File: config.mk
export PLATFORM = sky130hd
export DESIGN_NAME = uart_tx_buffered_flat
export DESIGN_NICKNAME = d
export VERILOG_FILES = /design/src/rtl/uart_pkg.sv /design/src/rtl/uart_tx_buffered_if.sv /design/src/rtl/uart_sync_fifo.sv /design/src/rtl/uart_tx_buffered.sv /design/src/flat_wrapper.sv
export SDC_FILE = /design/constraint.sdc
export NUM_CORES = 1
export LEC_CHECK = 0
export CORE_ASPECT_RATIO = 2
export CORE_MARGIN = 2
export CORE_UTILIZATION = 50
export CTS_CLUSTER_SIZE = 16
export DETAILED_ROUTE_END_ITERATION = 6
export PLACE_DENSITY = 0.8
export SETUP_SLACK_MARGIN = 0.4
export SLEW_MARGIN = 20
export SYNTH_ARGS = -nofsm -noshare
export SYNTH_HDL_FRONTEND = slang
export SYNTH_SLANG_ARGS = --single-unit
File: constraint.sdc
create_clock -name clk -period 10.4 [get_ports clk]
set_clock_uncertainty 0.2 [all_clocks]
set_input_delay 2.08 -clock clk [delete_from_list [all_inputs] [get_ports clk]]
set_output_delay 2.08 -clock clk [all_outputs]
set_load 0.02 [all_outputs]
File: src/rtl/uart_pkg.sv
// Shared UART definitions: parity-mode constants, FSM state type and a parity helper.
// Used by the buffered transmitter and, later, by its receiver counterpart.
package uart_pkg;

    localparam int PARITY_NONE = 0;
    localparam int PARITY_EVEN = 1;
    localparam int PARITY_ODD  = 2;

    typedef enum logic [2:0] {
        ST_IDLE,
        ST_START,
        ST_DATA,
        ST_PARITY,
        ST_STOP
    } uart_state_e;

    // Even parity is the plain XOR of the data bits; odd parity is its inverse.
    function automatic logic parity_bit(input int mode, input logic data_xor);
        return (mode == PARITY_ODD) ? ~data_xor : data_xor;
    endfunction

endpackage

File: src/rtl/uart_tx_buffered_if.sv
// Valid/ready word stream feeding the buffered UART transmitter.
interface uart_tx_buffered_if #(
    parameter int DATA_W = 8
);
    logic [DATA_W-1:0] in_data;
    logic              in_valid;
    logic              in_ready;

    modport master (output in_data, output in_valid, input in_ready);
    modport slave  (input in_data, input in_valid, output in_ready);
endinterface

File: src/rtl/uart_sync_fifo.sv
// Single-clock FIFO with first-word-fall-through read data and an occupancy count.
// DEPTH must be a power of two; push when full and pop when empty are ignored.
module uart_sync_fifo #(
    parameter int WIDTH = 8,
    parameter int DEPTH = 16,
    localparam int AW   = $clog2(DEPTH),
    localparam int CW   = $clog2(DEPTH + 1)
) (
    input  logic             clk,
    input  logic             reset_n,
    input  logic             push,
    input  logic [WIDTH-1:0] din,
    input  logic             pop,
    output logic [WIDTH-1:0] dout,
    output logic             full,
    output logic             empty,
    output logic [CW-1:0]    count
);

    logic [WIDTH-1:0] mem [DEPTH];
    logic [AW:0]      wr_ptr;
    logic [AW:0]      rd_ptr;
    logic [AW:0]      used;

    assign used  = wr_ptr - rd_ptr;
    assign full  = used[AW];
    assign empty = (used == '0);
    assign count = CW'(used);
    assign dout  = mem[rd_ptr[AW-1:0]];

    // NOTE: storage is deliberately left unreset; the pointers alone say which entries are valid.
    always_ff @(posedge clk) begin
        if (push && !full) mem[wr_ptr[AW-1:0]] <= din;
    end

    always_ff @(posedge clk or negedge reset_n) begin
        if (!reset_n) begin
            wr_ptr <= '0;
            rd_ptr <= '0;
        end else begin
            if (push && !full) wr_ptr <= wr_ptr + 1'b1;
            if (pop && !empty) rd_ptr <= rd_ptr + 1'b1;
        end
    end

endmodule

File: src/rtl/uart_tx_buffered.sv
// Buffered UART transmitter: configurable frame format, runtime baud divisor, back-to-back frames.
// Optional hardware flow control (cts_n input) is enabled by defining UART_TX_CTS_EN.
module uart_tx_buffered
    import uart_pkg::*;
#(
    parameter int DATA_W     = 8,
    parameter int PARITY     = PARITY_NONE,
    parameter int STOP_BITS  = 1,
    parameter int FIFO_DEPTH = 16,
    parameter int DIV_W      = 16
) (
    input  logic                              clk,
    input  logic                              reset_n,
`ifdef UART_TX_CTS_EN
    input  logic                              cts_n,
`endif
    uart_tx_buffered_if.slave                 src,
    input  logic [DIV_W-1:0]                  baud_div,
    output logic                              tx,
    output logic                              tx_busy,
    output logic [$clog2(FIFO_DEPTH+1)-1:0]   fifo_count
);

    localparam logic [3:0] LAST_DATA = 4'(DATA_W - 1);
    localparam logic [3:0] LAST_STOP = 4'(STOP_BITS - 1);

    uart_state_e       state;
    logic [DIV_W-1:0]  period;
    logic [DIV_W-1:0]  cnt;
    logic [DATA_W-1:0] shift;
    logic [DATA_W-1:0] head;
    logic [3:0]        bit_cnt;
    logic              par;
    logic              full, empty, push, pop;
    logic              cts_ok, can_start, bit_done, last_stop;

`ifdef UART_TX_CTS_EN
    logic [1:0] cts_sync;

    // Synchroniser resets to "not clear", so nothing starts until CTS is seen low.
    always_ff @(posedge clk or negedge reset_n) begin
        if (!reset_n) cts_sync <= 2'b11;
        else          cts_sync <= {cts_sync[0], cts_n};
    end
    assign cts_ok = ~cts_sync[1];
`else
    assign cts_ok = 1'b1;
`endif

    assign push         = src.in_valid && !full;
    assign src.in_ready = !full;
    assign bit_done     = (cnt == '0);
    assign last_stop    = (state == ST_STOP) && bit_done && (bit_cnt == LAST_STOP);
    assign can_start    = !empty && cts_ok;
    assign pop          = can_start && ((state == ST_IDLE) || last_stop);

    uart_sync_fifo #(
        .WIDTH (DATA_W),
        .DEPTH (FIFO_DEPTH)
    ) u_fifo (
        .clk     (clk),
        .reset_n (reset_n),
        .push    (push),
        .din     (src.in_data),
        .pop     (pop),
        .dout    (head),
        .full    (full),
        .empty   (empty),
        .count   (fifo_count)
    );

    // A pop always starts a frame, whether from IDLE or straight out of the last stop bit.
    always_ff @(posedge clk or negedge reset_n) begin
        if (!reset_n) begin
            state   <= ST_IDLE;
            period  <= '0;
            cnt     <= '0;
            shift   <= '0;
            bit_cnt <= '0;
            par     <= 1'b0;
            tx      <= 1'b1;
            tx_busy <= 1'b0;
        end else if (pop) begin
            state   <= ST_START;
            shift   <= head;
            par     <= parity_bit(PARITY, ^head);
            period  <= baud_div;
            cnt     <= baud_div;
            bit_cnt <= '0;
            tx      <= 1'b0;
            tx_busy <= 1'b1;
        end else begin
            case (state)
                ST_IDLE: begin
                    tx      <= 1'b1;
                    tx_busy <= 1'b0;
                end
                ST_START: begin
                    if (bit_done) begin
                        state <= ST_DATA;
                        cnt   <= period;
                        tx    <= shift[0];
                    end else begin
                        cnt <= cnt - DIV_W'(1);
                    end
                end
                ST_DATA: begin
                    if (bit_done) begin
                        cnt <= period;
                        if (bit_cnt == LAST_DATA) begin
                            bit_cnt <= '0;
                            if (PARITY != PARITY_NONE) begin
                                state <= ST_PARITY;
                                tx    <= par;
                            end else begin
                                state <= ST_STOP;
                                tx    <= 1'b1;
                            end
                        end else begin
                            bit_cnt <= bit_cnt + 4'd1;
                            shift   <= shift >> 1;
                            tx      <= shift[1];
                        end
                    end else begin
                        cnt <= cnt - DIV_W'(1);
                    end
                end
                ST_PARITY: begin
                    if (bit_done) begin
                        state <= ST_STOP;
                        cnt   <= period;
                        tx    <= 1'b1;
                    end else begin
                        cnt <= cnt - DIV_W'(1);
                    end
                end
                ST_STOP: begin
                    if (bit_done) begin
                        if (bit_cnt == LAST_STOP) begin
                            state   <= ST_IDLE;
                            tx      <= 1'b1;
                            tx_busy <= 1'b0;
                        end else begin
                            bit_cnt <= bit_cnt + 4'd1;
                            cnt     <= period;
                        end
                    end else begin
                        cnt <= cnt - DIV_W'(1);
                    end
                end
                default: state <= ST_IDLE;
            endcase
        end
    end

endmodule

File: src/flat_wrapper.sv
// flat-port wrapper written by rule: the top's interface ports become plain ports
module uart_tx_buffered_flat import uart_pkg::*;
#(
    parameter int DATA_W     = 8,
    parameter int PARITY     = PARITY_NONE,
    parameter int STOP_BITS  = 1,
    parameter int FIFO_DEPTH = 16,
    parameter int DIV_W      = 16
)
  (clk, reset_n, baud_div, tx, tx_busy, fifo_count, src_in_data, src_in_valid, src_in_ready);
  uart_tx_buffered_if #(.DATA_W(DATA_W)) src_i ();
  input  logic clk;
  input  logic reset_n;
  input  logic [DIV_W-1:0] baud_div;
  output logic tx;
  output logic tx_busy;
  output logic [$clog2(FIFO_DEPTH+1)-1:0] fifo_count;
  input wire logic [$bits(src_i.in_data)-1:0] src_in_data;
  input wire logic [$bits(src_i.in_valid)-1:0] src_in_valid;
  output wire logic [$bits(src_i.in_ready)-1:0] src_in_ready;
  assign src_i.in_data = src_in_data;
  assign src_i.in_valid = src_in_valid;
  assign src_in_ready = src_i.in_ready;
  uart_tx_buffered #(.DATA_W(DATA_W), .PARITY(PARITY), .STOP_BITS(STOP_BITS), .FIFO_DEPTH(FIFO_DEPTH), .DIV_W(DIV_W)) u_core (.clk(clk), .reset_n(reset_n), .src(src_i), .baud_div(baud_div), .tx(tx), .tx_busy(tx_busy), .fifo_count(fifo_count));
endmodule
* Word-level counts from Yosys, hierarchy flattened
Memory sizes are Yosys's and may differ from the RTL's.
Cells that the tools add are included.
Widths: inputs -> output; s select.
** Word-level totals
- Memories :: 1
- Output and inout bits :: 8
- RAM bits :: 128
- Bits in registers :: 59
- Bits of input ports :: 27
** Cells by class
- Add/sub/neg operators :: 5
- Equality and inequality tests :: 15
- Reductions and logical operators :: 26
- Muxes and demuxes :: 37
** Memories
- u_core.u_fifo.mem :: words 16, bits a word 8, rd ports 1, clocked after memory_dff 0, write ports 1, line uart_sync_fifo.sv:20 : logic [WIDTH-1:0] mem [DEPTH];
** Operators by type and width (number)
- $mux 16 :: 4
- $mux 8 :: 4
- $pmux 16 s2 :: 1
- $mux 3 :: 7
- $mux 4 :: 5
- $logic_not 16->1 :: 1
- $sub 16x1->16 const B :: 1
- $ne 3x2->1 const B :: 5
- $pmux 3 s5 :: 1
- $mux 1 :: 12
- $add 5x1->5 const B :: 2
- $reduce_bool 3->1 :: 3
- $pmux 4 s2 :: 1
- $reduce_and 7->1 :: 1
- $eq 3x2->1 const B :: 2
- $logic_and 1x1->1 :: 6
- $ne 3x3->1 const B :: 2
- $reduce_and 3->1 :: 2
- $reduce_and 6->1 :: 1
- $reduce_bool 6->1 :: 1
- $logic_not 5->1 :: 1
- $pmux 1 s5 :: 1
- $sub 5x5->5 :: 1
- $add 4x1->4 const B :: 1
- 14 further kinds :: 17

* Longest topological paths before layout
- Word-level depth :: 7
- Gate-level depth with buffers :: 12

* Hierarchy
From an unflattened synthesis, not the netlist that was laid out.
** Second synthesis, totals
- Cell total of the unflattened synthesis :: 643
- Area, all modules :: 8592.0 um^2
** Modules (own cells, without submodules)
- uart_sync_fifo :: cells an instance 312, area each 5691.7 um^2, times used 1
- uart_tx_buffered :: cells an instance 331, area each 2900.3 um^2, times used 1

* Worst setup path before layout
No wires, ideal clock.
- Path kind :: register -> output
- Start :: register u_core.u_fifo.rd_ptr[2]
- End :: output port fifo_count[4]
- Data arrival time :: 2.255 ns
- Path buffers :: 2
- Setup slack :: 5.865 ns
- Stages on the path, launching flop included :: 9
- Cell sequence :: dfrtp_1 buf_1 inv_2 ha_1 nand2b_1 a21oi_1 xor2_1 inv_1 buf_4
** Between the ends
- Word-level cells in the longest chain between the ends :: 1
** Ends and longest elaborated chain
- start, declared :: line uart_sync_fifo.sv:22 : logic [AW:0] rd_ptr;
- start signal, assigned :: line uart_sync_fifo.sv:42 : if (pop && !empty) rd_ptr <= rd_ptr + 1'b1;
- $sub 5x5->5 :: line uart_sync_fifo.sv:25 : assign used = wr_ptr - rd_ptr;
- end, declared :: line flat_wrapper.sv:17 : output logic [$clog2(FIFO_DEPTH+1)-1:0] fifo_count;
Every way passes these cells.

* Worst setup path after layout
- Start :: register u_core.u_fifo.rd_ptr[0]
- End :: output port fifo_count[4]
Same word-level chain as after synthesis.

==> results.sh <==
export IMPL_critPathRequiredTime_ns=8.12
export IMPL_drive_gt1_share_pct=16.1
export IMPL_finalCriticalPeriod_ns=5.54
export IMPL_critPathLaunchType="flip-flop"
export IMPL_drv_slew=0
export IMPL_end_kind="output port"
export IMPL_vias_per_cell=5.90
export IMPL_dp_hpwl_um=11100
export IMPL_r2r_end="u_core.cnt[5]"
export IMPL_start_util_pct=50.6
export IMPL_fin_nets=650
export IMPL_vias=4891
export IMPL_portBuffers=34
export IMPL_yosys_top_cells_area="edfxtp_1, dfrtp_1, mux4_2"
export IMPL_drc_errors=0
export IMPL_rsz0062_at_grt="no"
export IMPL_tns_ns=0
export IMPL_n_antenna_cell=0
export IMPL_critPathMaxFanout=36
export IMPL_ys_flop_type="edfxtp_1"
export IMPL_grt_overflow=0
export IMPL_yosysUniqueCellTypes=59
export IMPL_met1Wirelength_um=7160
export IMPL_slew_headroom_pct=49.5
export IMPL_fmax_mhz=181
export IMPL_num_rows=67
export IMPL_clk_pin_slew_ns=0.07
export IMPL_outcome="completed"
export IMPL_finalWirelength_um=16900
export IMPL_cp_arrival_ns=3.26
export IMPL_antenna_found_initial=0
export IMPL_reg2regPathDepth=11
export IMPL_r2r_start="u_core.u_fifo.rd_ptr[0]"
export IMPL_tightest_slew_ns=0.757
export IMPL_wl_met2_um=8570
export IMPL_grt_pass1_vias=4991
export IMPL_met3_wirelength_um=777
export IMPL_p_leak_nw=3.53
export IMPL_cts_root_buffer="clkbuf_16"
export IMPL_worstSkewPairLatency_ns=0.43
export IMPL_cts_buffers=17
export IMPL_firstDrtPassIters=5
export IMPL_ys_ff_latch=187
export IMPL_core_area_um2=16600
export IMPL_final_hold_viol_count=0
export IMPL_dieArea_um2=17900
export IMPL_io_pins=35
export IMPL_syn_inst=575
export IMPL_top_layer="met4"
export IMPL_worstHoldStart="u_core.period[1]"
export IMPL_ys_seq_area_share_pct=63.3
export IMPL_numClockSinks=187
export IMPL_holdPathEnd="u_core.period[1]"
export IMPL_synth_edf_count=128
export IMPL_wl_per_cell_um=20.4
export IMPL_synth_area_leader_cell="edfxtp_1"
export IMPL_ctsHoldBuffers=0
export IMPL_ant_nets=0
export IMPL_fillers=1237
export IMPL_final_util_pct=57.6
export IMPL_cts_tree="built"
export IMPL_die_y_um=187
export IMPL_yosys_warnings=0
export IMPL_syn_num_nets=616
export IMPL_reg2reg_slack_ns=6.39
export IMPL_syn_cell_area_um2=8400
export IMPL_setup_viol=0
export IMPL_postCtsResizedCells=0
export IMPL_syn_area_per_cell_um2=14.6
export IMPL_area_growth_pct=13.8
export IMPL_grt_total_usage_pct=20.3
export IMPL_dieWidth_um=95.7
export IMPL_gp_congestion=0.846
export IMPL_grt_max_degree=60
export IMPL_p_per_area_nw_per_um2=219
export IMPL_clk_path_buf_depth=2
export IMPL_hold_depth=2
export IMPL_grt_first_pass_wirelength_um=27200
export IMPL_ctsHtreeMaxLevel=4
export IMPL_period_share_pct=53.2
export IMPL_netlist_area_leader_share_pct=45.7
export IMPL_vdd_ir_drop_max_mv=0.261
export IMPL_drv_cap=0
export IMPL_synthArstFlopShare_pct=31.6
export IMPL_crit_type="reg2out"
export IMPL_drt_initial_drc_count=402
export IMPL_hold_path_class="reg2reg"
export IMPL_cts_setup_buffers=0
-- state kept, by name, indices dropped and copies added (netlist names) --
signal                flops
u_core.u_fifo.rd_ptr      5
u_core.state              3
u_core.tx_busy            1
u_core.tx                 1
u_core.cnt               16
u_core.u_fifo.wr_ptr      5
u_core.bit_cnt            4
u_core.u_fifo.mem       128
u_core.shift              8
u_core.period            16
-- synthesized netlist by cell type (2+ instances only) --
library cell    n
edfxtp_1      128
nand2_1        78
dfrtp_1        58
mux4_2         37
nor2_1         31
inv_1          21
mux2_1         19
a21oi_1        18
clkbuf_1       15
xnor2_1        14
ha_1           13
mux2i_1        11
and2_1         10
o21ai_1        10
buf_2           8
mux2_4          8
nand4_1         8
xor2_1          8
a31oi_1         7
nor3_1          5
nor3b_1         5
nand3_1         4
nor2b_1         4
nor4_1          4
and3_1          3
buf_1           3
nand3b_1        3
o211ai_1        3
o21ai_0         3
o22ai_1         3
nand2b_1        2
nand4b_1        2
o31ai_1         2
or3b_1          2
-- placed cells by master (no fill, tap or decap), types with 3 or more instances in the layout --
cell type,Yosys,final
dfrtp_1,58,57
o211ai_1,3,3
clkinv_8,0,4
and2_1,10,10
nand3b_1,3,3
buf_4,1,9
and3_1,3,3
o21ai_0,3,3
nor2_1,31,31
edfxtp_1,128,128
mux2_4,8,8
nor4_1,4,4
mux2_1,19,19
inv_1,21,21
a21oi_1,18,18
inv_8,0,4
clkdlybuf4s50_1,0,33
nor3_1,5,5
nor3b_1,5,5
o22ai_1,3,3
a31oi_1,7,7
nand4_1,8,8
xor2_1,8,8
inv_6,0,4
ha_1,13,13
mux2i_1,11,11
clkbuf_16,0,17
nand3_1,4,4
mux4_2,37,37
nor2b_1,4,4
o21ai_1,10,10
nand2_1,78,78
xnor2_1,14,14
-- cells by family after synthesis --
kind of cell             count (synthesis)  share of synthesized area, %
AO/OA/AOI/OAI                           57                          4.29
AND/OR/NAND/NOR                        170                          10.2
buffers and inverters                   50                          2.49
adder cells (fa/ha/maj)                 14                          2.17
XOR/XNOR                                22                          2.29
multiplexers                            75                          15.2
flip-flops                             187                          63.3
-- per-stage QoR --
stage	instances	hold slack [ns]	total power, mW	worst slack (ns)	instance area [um^2]
2_1_floorplan	575	0.240	1.29	5.87	8400
3_3_place_gp	797	0.258	1.43	5.35	8950
3_5_place_dp	797	0.264	1.45	5.29	8950
4_1_cts	829	0.282	2.10	4.82	9560
5_1_grt	829	0.298	2.18	4.65	9560
6_report	829	0.282	2.09	4.86	9560
-- routing by layer --
| layer | vias up | global-route usage (%) |
|---|---|---|
| met5 | - | 0 |
| met4 | 0 | 6.21 |
| met3 | 23 | 3.67 |
| met2 | 158 | 31.4 |
| met1 | 2498 | 29.5 |
| li1 | 2212 | - |
-- worst max path at each step --
stage / from / end / slack (ns) / depth (start not counted)
2_1_floorplan: u_core.u_fifo.rd_ptr[2] / fifo_count[4] / 5.87 / 8
3_3_place_gp: u_core.u_fifo.rd_ptr[0] / fifo_count[4] / 5.35 / 8
3_5_place_dp: u_core.u_fifo.rd_ptr[0] / fifo_count[4] / 5.29 / 8
4_1_cts: u_core.u_fifo.rd_ptr[0] / fifo_count[4] / 4.82 / 8
5_1_grt: u_core.u_fifo.rd_ptr[0] / fifo_count[4] / 4.65 / 8
6_report: u_core.u_fifo.rd_ptr[0] / fifo_count[4] / 4.86 / 8
-- area by class of cell --
class	count	area (um^2)	share of cell area, %
Sequential cell	187	5320	55.7
Multi-Input combinational cell	338	2890	30.2
Clock buffer	17	425	4.45
Timing Repair Buffer	43	403	4.21
Tap cell	207	259	2.71
Clock inverter	15	183	1.91
Inverter	22	82.6	0.864
-- worst max-delay path: stages, from the launching register on --
cell             delay [ns]
dfrtp_2                0.39
buf_4                  0.32
ha_1                   0.32
fa_1                   0.45
nand2b_1               0.16
a21oi_1                0.16
xor2_1                 0.27
inv_1                  0.16
clkdlybuf4s50_1        0.57
-- where the power goes --
part	total, mW	internal (mW)	switching, mW
clock network	0.649	0.330	0.319
logic	0.493	0.229	0.265
registers	0.952	0.880	0.0719
(Power assumes the default switching activity.)
